### src/rtl/divisor_seq.sv
`default_nettype none
// ============================================================================
// Module      : divisor_seq
// Description : Sequential restoring divider, unsigned N/N bits, one quotient
//               bit per two clocks, St/Idle/Done handshake.
// Revision    : 1.0 - initial release
// ============================================================================
module divisor_seq #(
    parameter int N  = 8,
    parameter int CW = 4
) (
    input  logic         Clk,
    input  logic         Reset,
    input  logic         St,
    input  logic [N-1:0] Dividend,
    input  logic [N-1:0] Divisor,
    output logic [N-1:0] Quotient,
    output logic [N-1:0] Remainder,
    output logic         Idle,
    output logic         Done,
    output logic         DivZero
);

    typedef enum logic [1:0] {
        S_IDLE  = 2'd0,
        S_SHIFT = 2'd1,
        S_SUB   = 2'd2,
        S_DONE  = 2'd3
    } state_t;

    state_t         r_state;
    logic [N:0]     r_rem;
    logic [N-1:0]   r_quo;
    logic [N-1:0]   r_div;
    logic [CW-1:0]  r_cnt;
    logic           r_idle;
    logic           r_done;
    logic           r_divzero;
    logic [N:0]     w_trial;

    // Trial subtraction at N+1 bits; MSB set means the divisor did not fit.
    assign w_trial = r_rem - {1'b0, r_div};

    always_ff @(posedge Clk or posedge Reset) begin
        if (Reset) begin
            r_state   <= S_IDLE;
            r_rem     <= '0;
            r_quo     <= '0;
            r_div     <= '0;
            r_cnt     <= '0;
            r_idle    <= 1'b1;
            r_done    <= 1'b0;
            r_divzero <= 1'b0;
        end else begin
            case (r_state)
                S_IDLE: begin
                    if (St) begin
                        r_idle <= 1'b0;
                        if (Divisor == '0) begin
                            r_divzero <= 1'b1;
                            r_quo     <= '1;
                            r_rem     <= {1'b0, Dividend};
                            r_done    <= 1'b1;
                            r_state   <= S_DONE;
                        end else begin
                            r_divzero <= 1'b0;
                            r_rem     <= '0;
                            r_quo     <= Dividend;
                            r_div     <= Divisor;
                            r_cnt     <= CW'(N);
                            r_state   <= S_SHIFT;
                        end
                    end
                end
                S_SHIFT: begin
                    {r_rem, r_quo} <= {r_rem[N-1:0], r_quo, 1'b0};
                    r_state        <= S_SUB;
                end
                S_SUB: begin
                    if (!w_trial[N]) begin
                        r_rem    <= w_trial;
                        r_quo[0] <= 1'b1;
                    end
                    r_cnt <= r_cnt - 1'b1;
                    if (r_cnt == CW'(1)) begin
                        r_done  <= 1'b1;
                        r_state <= S_DONE;
                    end else begin
                        r_state <= S_SHIFT;
                    end
                end
                S_DONE: begin
                    r_done  <= 1'b0;
                    r_idle  <= 1'b1;
                    r_state <= S_IDLE;
                end
                default: begin
                    r_done  <= 1'b0;
                    r_idle  <= 1'b1;
                    r_state <= S_IDLE;
                end
            endcase
        end
    end

    assign Quotient  = r_quo;
    assign Remainder = r_rem[N-1:0];
    assign Idle      = r_idle;
    assign Done      = r_done;
    assign DivZero   = r_divzero;

endmodule
`default_nettype wire

### config.mk
export PLATFORM = sky130hd
export DESIGN_NAME = divisor_seq
export DESIGN_NICKNAME = d
export VERILOG_FILES = /design/src/rtl/divisor_seq.sv
export SDC_FILE = /design/constraint.sdc
export NUM_CORES = 1
export LEC_CHECK = 0
export BUFFER_PORTS_ARGS = -buffer_cell sky130_fd_sc_hd__buf_2
export CORE_ASPECT_RATIO = 0.7
export CORE_MARGIN = 5
export CORE_UTILIZATION = 55
export CTS_CLUSTER_DIAMETER = 40
export DETAILED_ROUTE_END_ITERATION = 7
export GPL_ROUTABILITY_DRIVEN = 0
export PLACE_DENSITY = 0.78
export SLEW_MARGIN = 20
export SYNTH_ARGS = -nofsm -noshare
export SYNTH_HDL_FRONTEND = slang
export SYNTH_SLANG_ARGS = --single-unit
### constraint.sdc
create_clock -name Clk -period 2.8 [get_ports Clk]
set_input_delay 0 -clock Clk [delete_from_list [all_inputs] [get_ports Clk]]
set_output_delay 0 -clock Clk [all_outputs]
set_load 0.01 [all_outputs]
# [Word level (Yosys, flattened, before mapping)]
# Cells that the tools add are included.
[classes] n_addsub=2 mul=0 n_div=0 n_lt_le_gt_ge=0 eq_ne=9 shift=0 n_mux=23 bitwise=1 reduce_logical=14
[op_table] cell="case mux 9 bit (3 select lines)" n=1
[op_table] cell="2-to-1 mux 8 bit" n=3
[op_table] cell="2-to-1 mux 9 bit" n=2
[op_table] cell="case mux 7 bit (2 select lines)" n=1
[op_table] cell="!= test 2 bit (second input constant)" n=5
[op_table] cell="AND reduction 3 bit" n=3
[op_table] cell="subtractor 9 x 8 -> 9 bit" n=1
[op_table] cell="logical NOT 8 bit" n=1
[op_table] cell="2-to-1 mux 4 bit" n=2
[op_table] cell="case mux 2 bit (4 select lines)" n=1
[op_table] cell="case mux 4 bit (2 select lines)" n=1
[op_table] cell="2-to-1 mux 1 bit" n=6
[op_table] cell="2-to-1 mux 2 bit" n=3
[op_table] cell="case mux 1 bit (3 select lines)" n=2
[op_table] cell="AND reduction 2 bit" n=3
[op_table] cell="nonzero test 2 bit" n=3
[op_table] cell="nonzero test 3 bit" n=2
[op_table] cell="== test 2 bit (second input constant)" n=2
[op_table] cell="== test 4 x 1 -> 1 bit (second input constant)" n=1
[op_table] cell="AND reduction 4 bit" n=1
[op_table] cell="subtractor 4 x 1 -> 4 bit (second input constant)" n=1
[op_table] cell="== test 2 x 1 -> 1 bit (second input constant)" n=1
[op_table] cell="logical NOT 2 bit" n=1
[op_table] cell="case mux 1 bit (2 select lines)" n=1
[op_table] cell="NOT 1 bit" n=1
[word_totals] reg_bits=34 latch_bits=0 ramBits=0 romBits=0 in_bits=19 output_inout_bits=19 elab_cells=58 n_memories=0

# [Logic depth before layout (Yosys ltp)]
# Gate-level depths: netlist of the first run.
[depth] depth_word=4 mapped_depth=9 depth_no_buf=8

# [Least setup slack after synthesis of the first run]
# OpenSTA, ideal clock, no wires.
[synth_timing] kind="register to register" startpoint="reg r_rem[0]" endpoint="reg r_quo[0], in the netlist Quotient[0]" setup_ns=0.125 t_arrival_ns=2.102 setup_slack_ns=0.573 path_stages_with_launch=10 path_buffers=1 period_less_slack_ns=2.227 path_cell_list="dfrtp_1 inv_1 ha_1 fa_1 and2b_1 o22a_2 a31oi_1 mux2_2 buf_6 mux2_2"
[synth_between] elab_chain_len=3
[synth_lines] element="start, declared" line_no="32" rtl="logic [N:0] r_rem;"
[synth_lines] element="start signal, assigned" line_no="62" rtl="r_rem <= {1'b0, Dividend};"
[synth_lines] element="start signal, assigned" line_no="76" rtl="{r_rem, r_quo} <= {r_rem[N-1:0], r_quo, 1'b0};"
[synth_lines] element="start signal, assigned" line_no="81" rtl="r_rem <= w_trial;"
[synth_lines] element="subtractor 9 x 8 -> 9 bit" line_no="42" rtl="assign w_trial = r_rem - {1'b0, r_div};"
[synth_lines] element="!= test 2 bit (no source line)"
[synth_lines] element="AND reduction 3 bit (no source line)"
[synth_lines] element="end signal, assigned" line_no="68" rtl="r_quo <= Dividend;"
[synth_lines] element="end signal, assigned" line_no="76"
[synth_lines] element="end, declared" line_no="33" rtl="logic [N-1:0] r_quo;"
# Every way passes these cells.
# A chain may end at the register's enable or synchronous reset.

# [Worst setup path after layout of the first run]
[layout_timing] startpoint="reg r_rem[0]" endpoint="reg r_rem[6]"
[layout_between] elab_chain_len=3 word_cells_on_any_way=5
[layout_lines] element="subtractor 9 x 8 -> 9 bit (*)" line_no="42"
[layout_lines] element="2-to-1 mux 9 bit / != test 2 bit (equally long branches)"
[layout_lines] element="case mux 9 bit (3 select lines) / AND reduction 3 bit (equally long branches)"
# Mark *: on every way between the ends. The rest lies on a longest branch, timed or not. The select of a mux whose other input is x is not followed.

==> results of run 1 <==
## Yosys cell counts (4+ instances only)
cell type	n
buf_4	8
dfrtp_1	33
mux2_2	11
nand2_1	23
ha_1	16
o22ai_1	12
mux2i_1	4
o21ai_0	26
nor2_1	6
a21oi_1	7
inv_1	20
nand3_1	4
nand2b_1	4
## sequential cells by signal, indices dropped and copies added (netlist names)
name,count
DivZero,1
r_cnt,4
r_div,8
r_rem,9
Done,1
Quotient,8
r_state,2
Idle,1
## worst min-delay path: cells and delay by family
family / cells / cell delay, ns
AOI/OAI and AO/OA: 2 / 0.19
buffers and inverters: 1 / 0.10
## worst max path at each step
stage	slack [ns]	start	depth (start not counted)	end
2_1_floorplan	0.57	r_rem[0]	9	Quotient[0]
3_3_place_gp	0.47	r_rem[0]	8	r_rem[8]
3_5_place_dp	0.34	r_rem[0]	8	r_rem[3]
4_1_cts	0.32	r_rem[0]	8	r_rem[3]
5_1_grt	0.23	r_rem[0]	8	r_rem[8]
6_report	0.29	r_rem[0]	8	r_rem[6]
## layout make-up
cell class | instances | area [sq um]
sequential | 34 | 852
timing repair buffer | 49 | 298
clock buffer | 8 | 110
multi-input combinational | 165 | 1200
fill | 327 | 1320
inverter | 21 | 78.8
tap | 52 | 65.1
## kinds of logic (layout without fill, tap and decap cells)
group,after synthesis,count (layout)
fa+ha+maj,17,17
compound gates,76,76
mux,15,15
xor+xnor,3,3
buf+inv,37,78
simple gates,54,54
flops,34,34
## power by group through the flow
| stage | Clock [mW] | Sequential (mW) | Combinational [mW] |
|---|---|---|---|
| after floorplan | 0 | 0.865 | 1.36 |
| after global placement | 0 | 0.853 | 1.69 |
| after detailed placement | 0 | 0.866 | 1.74 |
| after CTS | 0.436 | 0.856 | 1.77 |
| after global routing | 0.460 | 0.884 | 2.00 |
| final | 0.425 | 0.859 | 1.78 |
## layer usage
| layer | GRT usage [%] | up-vias | part of all wire, % |
|---|---|---|---|
| met4 | 6.61 | 0 | 1.2 |
| met5 | 0 | - | 0 |
| met3 | 5.86 | 5 | 9.7 |
| li1 | - | 932 | - |
| met2 | 27.6 | 83 | 41 |
| met1 | 32.5 | 895 | 48 |
==> results.md, run 1 <==
* Yosys cell types at 54
* Crit-path max FO at 10
* CP arrival at 2.68 ns
* Top cells by area, synth: dfrtp_1 37%, ha_1 8.9%, o21ai_0 5.8%, mux2_2 5.5%, nand2_1 3.9%
* Initial DRC Count at between 150 and 200
* Most common cell on crit path: mux2_2
* TritonCTS clock tree: built
* Chip width at 86.3 um
* Total power at 3.07 mW
* Initial Utilization at 57.1%
* Synth Instances at 236
* CTS resizes at 0
* DP Area at between 2000 and 2500 sq um
* Clock transition at path regs at 0.07 ns
* Ys flop type: dfrtp_1
* Hold Path Class: input port to flip-flop
* Critical Path Start Type: flip-flop
* Power Dens Cells at roughly 1200 nW/um^2
* Final Instance Area at 2600 sq um
* Largest family of logic cells by synthesized area: compound AO/OA/AOI/OAI gates
* # DRC at 0
* Post-synth EDFFs at 0
* Post-synthesis adder-cell area fraction at 9.84%
* Inst Count DP at 312
* Setup Viol. Count Final at 0
* Post-route worst setup slack at between 0.2 and 0.3 ns
* Setup slack, reg-to-reg at 0.29 ns
* Fin crit period at 2.51 ns
* Root buf cell: clkbuf_8
* Register area share after synthesis at roughly two fifths
* Layout Area Growth over Synthesis at 16.3%
* Pins over their slew limit at 0
* Clock power share at roughly 14%
* Worst endpoint required time at between 2 and 3 ns
* Pre-CTS WS at 0.344 ns
* Syn Nets at 272
* TritonCTS sink count at 34
* Routed Antenna Nets at 0
* Std-Cell Rows at 19
* Die ar. at 5470 sq um
* Static Leak at 1.23 nW
* Avg Synthesized Cell Area at 9.48 sq um
* Switching share of power at 44.5%
* Initial antenna violation count at 0
* Worst r2r src: r_rem[0]
* Final setup TNS at 0 ns
* Io pins at 38
* Number of synthesis warnings at 0
* Core Util, Final at 66.3%
* Final net count at 312
* Synth Area in Simple Gates at 13.0%
* Commonest non-fill, non-tap cell in the layout: buf_2
* Top delay family on crit path: multiplexers
* CTS max path bufs at 2
* Unrepaired setup endpoints after global routing: no
* Actual slew at the worst max-slew pin at 0.489 ns
* Most frequent cells in the layout: 37 x buf_2, 33 x dfrtp_1, 26 x o21ai_0
* Hold-fix buffers, CTS at 9
* CTS Buf Count at 5
* Cell taking the most area after synthesis: dfrtp_1
* Hold_sp: Dividend[1]
* Share of cells above drive strength 1 at 24.2%
* Clk_lat worst skew at between 0.2 and 0.3 ns
* Slowest cell on crit path: mux2_2
* Via count at 1915
* Diodes inserted at 0
* Post-Synth XOR/XNOR Area at 1.17%
* DRT Pass-1 Iters at 4
* Post-CTS setup buffer count at 0
* Synthesized cell area at 2240 sq um
* RR Endpoint: r_rem[6]
* Logic pwr share at 58.1%
* Fin. Hold Viols at 0
* WHS Path Cells at 3
* DR WL/cell at 16.4 um
* Internal at approximately 1.7 mW
* Number of global-route vias before repair at 1791
* Max Fclk at 398 MHz
* Largest net degree at the start of global routing at 35
* Final clock skew at roughly 0.010 ns
* Vias/cell at 5.82
* Kind of end point of the critical path: flip-flop
* Asr flop ratio synth at 100%
* Post-synthesis mux area share at 7.32%
* Part of the power in registers at 28.0%
* #FFs+latches synth at 34
* Cell Chain, Critical Path: inv_1, ha_1, fa_1, and2b_1, o22a_2, a31oi_1, mux2_2, mux2_2
* Worst vdd ir at 0.497 mV
* WHS Endpoint: Quotient[1]
* Gr ovfl total at 0
* Net Switching at about 1.4 mW
* PortBufs at 37
* Kind of critical path: flip-flop to flip-flop
* CORE AREA at ~3900 sq um
* Yosys top cell area share at a little under two fifths
* Final Routed Wirelength at 5390 um
* Max_cap viols at 0
* Fin Hold WS at roughly 0.034 ns
* First-pass GRT wire length at 8940 um
* Crit path largest cell delay at 0.43 ns
* Worst Path Buf+Inv at 1
* Worst r2r path cells at 8
* Post-synthesis compound-gate area fraction at 22.2%
* Total track usage at a little over a fifth
* Finished Layout Cells at approximately 330
* Slew headroom at 67.2%
* Final HPWL DP at 3940 um
* Final worst path period share at between 80% and 90%
* Status: finished clean
* H-tree levels at 2
* Die Span Y at 63.4 um
No activity file was read; power rests on OpenSTA's default activity.
==> run 2: changes to the inputs <==
- CORE_MARGIN: 5 -> 2
==> results.md, run 2 (synthesized netlist as in run 1, its figures left out) <==
* Actual slew at the worst max-slew pin at 0.701 ns (+0.212 ns)
* Final Routed Wirelength at 5220 um (-3.2%)
* CTS Buf Count at 5 (unchanged)
* Worst vdd ir at 0.520 mV (+4.6%)
* Die ar. at 4600 sq um (-16%)
* Number of flip-flops in the largest register at 9 (unchanged)
* TritonCTS clock tree: built
* Setup crit end: r_rem[4]
* Commonest non-fill, non-tap cell in the layout: buf_2
* CTS resizes at 0 (unchanged)
* PortBufs at 37 (unchanged)
* Most flops, register: r_rem
* Kind of critical path: flip-flop to flip-flop
* Via count at 1904 (-0.57%)
* Core Util, Final at 65.9% (-0.48 points)
* CTS max path bufs at 2 (unchanged)
* First-pass GRT wire length at 8860 um (-0.85%)
* Final Instance Area at 2580 sq um (-0.72%)
* Crit-path max FO at 10 (unchanged)
* Final clock skew at 0.00648 ns (-0.00368 ns)
* Chip width at 80.3 um (-7.0%)
* Worst endpoint required time at 2.98 ns (about the same)
* Initial DRC Count at 185 (-6.1%)
* Die Span Y at 57.4 um (-9.5%)
* Root buf cell: clkbuf_8
* CP arrival at 2.59 ns (-0.09 ns)
* Slew headroom at 53.2% (-14 points)
* Most frequent cells in the layout: 37 x buf_2, 33 x dfrtp_1, 26 x o21ai_0
* Status: finished clean
* Setup slack, reg-to-reg at 0.39 ns (+0.10 ns)
* # DRC at 0 (unchanged)
* Final net count at 312 (unchanged)
* Total track usage at 25.7% (+4.8 points)
* Final setup TNS at 0 ns (unchanged)
* Critical Path Start Type: flip-flop
* Fin. Hold Viols at 0 (unchanged)
* Final HPWL DP at 3890 um (-1.4%)
* Worst r2r src: r_rem[0]
* Io pins at 38 (unchanged)
* Largest net degree at the start of global routing at 19 (-46%)
* Kind of end point of the critical path: flip-flop
* Initial Utilization at 57.1% (unchanged)
* Vias/cell at 5.79 (-0.57%)
* Unrepaired setup endpoints after global routing: no
* Max Fclk at 415 MHz (+4.4%)
* Hold Path Class: input port to flip-flop
* Number of global-route vias before repair at 1859 (+3.8%)
* Max_cap viols at 0 (unchanged)
* Gr ovfl total at 0 (unchanged)
* Static Leak at 1.23 nW (-0.75%)
* CORE AREA at 3920 sq um (unchanged)
* Initial antenna violation count at 0 (unchanged)
* Setup Viol. Count Final at 0 (unchanged)
* Fin crit period at 2.41 ns (-0.105 ns)
* Power Dens Cells at 1160 nW/um^2 (-1.5%)
* Final worst path period share at 86.0% (-3.7 points)
* Crit. Startpoint: r_rem[0]
* H-tree levels at 2 (unchanged)
* Post-CTS setup buffer count at 0 (unchanged)
* Total power at 3.00 mW (-2.2%)
* DRT Pass-1 Iters at 4 (unchanged)
* Clk_lat worst skew at 0.29 ns (about the same)
* Share of cells above drive strength 1 at 23.8% (-0.36 points)
* Pins over their slew limit at 0 (unchanged)
* RR Endpoint: r_rem[4]
* Fin Hold WS at 0.0201 ns (-0.0137 ns)
* Diodes inserted at 0 (unchanged)
* Std-Cell Rows at 19 (unchanged)
* DR WL/cell at 15.9 um (-3.2%)
* Layout Area Growth over Synthesis at 15.4%
* TritonCTS sink count at 34 (unchanged)
* DP Area at 2400 sq um (unchanged)
* Worst r2r path cells at 8 (unchanged)
* Clock transition at path regs at 0.07 ns (about the same)
* Routed Antenna Nets at 0 (unchanged)
## run 2: cell count changes in the layout (fill, tap and decap cells not counted), sizes merged
cell	change
clkbuf	-1
clkinv	+1
## run 2: critical path, stage by stage (launching register included)
cell and delay, ns:
dfrtp_1 0.34, inv_1 0.08, ha_1 0.21, fa_1 0.40
and2b_1 0.23, o22a_2 0.16, a31oi_1 0.08, mux2_2 0.42
mux2_2 0.38
## run 2: area by class of cell
cell class	instances	area (sq um)
Multi-Input combinational cell	165	1200
Timing Repair Buffer	49	298
Fill cell	328	1340
Clock buffer	7	86.3
Clock inverter	1	5.00
Sequential cell	34	852
Inverter	21	78.8
Tap cell	52	65.1
## run 2: worst min path at each step
stage | end | cells past startpoint | from | slack (ns)
5_1_grt | Quotient[1] | 3 | Dividend[1] | 0.03
4_1_cts | Quotient[1] | 3 | Dividend[1] | 0.02
2_1_floorplan | r_div[1] | 2 | Divisor[1] | 0.12
6_report | Quotient[1] | 3 | Dividend[1] | 0.02
3_3_place_gp | Quotient[6] | 2 | Reset | 0.14
3_5_place_dp | Quotient[6] | 2 | Reset | 0.14
## run 2: what timing repair did
item / CTS / global route
hold buffers: 9 / 0
endpoints found under the setup margin: 0 / 0
endpoints found under the hold margin: 25 / 0
## run 2: power by group
group          total [mW]  switching, mW  internal (mW)
logic                1.76           1.02          0.746
clock network       0.379          0.181          0.198
registers           0.854          0.147          0.707
## run 2: per-stage QoR
| step | setup slack, ns | std cells |
|---|---|---|
| global placement | 0.464 | 312 |
| detailed placement | 0.397 | 312 |
| CTS | 0.390 | 329 |
| global route | 0.286 | 329 |
| floorplan | 0.573 | 236 |
| finish | 0.392 | 329 |
## run 2: layer usage
metal	vias up	share of wire (%)	wire length, um	global-route usage, %
met1	888	50	2610	38.3
met4	0	1.2	65	9.93
met3	6	8.4	436	6.17
li1	928	-	-	-
met2	82	40	2110	36.2
met5	-	0	0	0
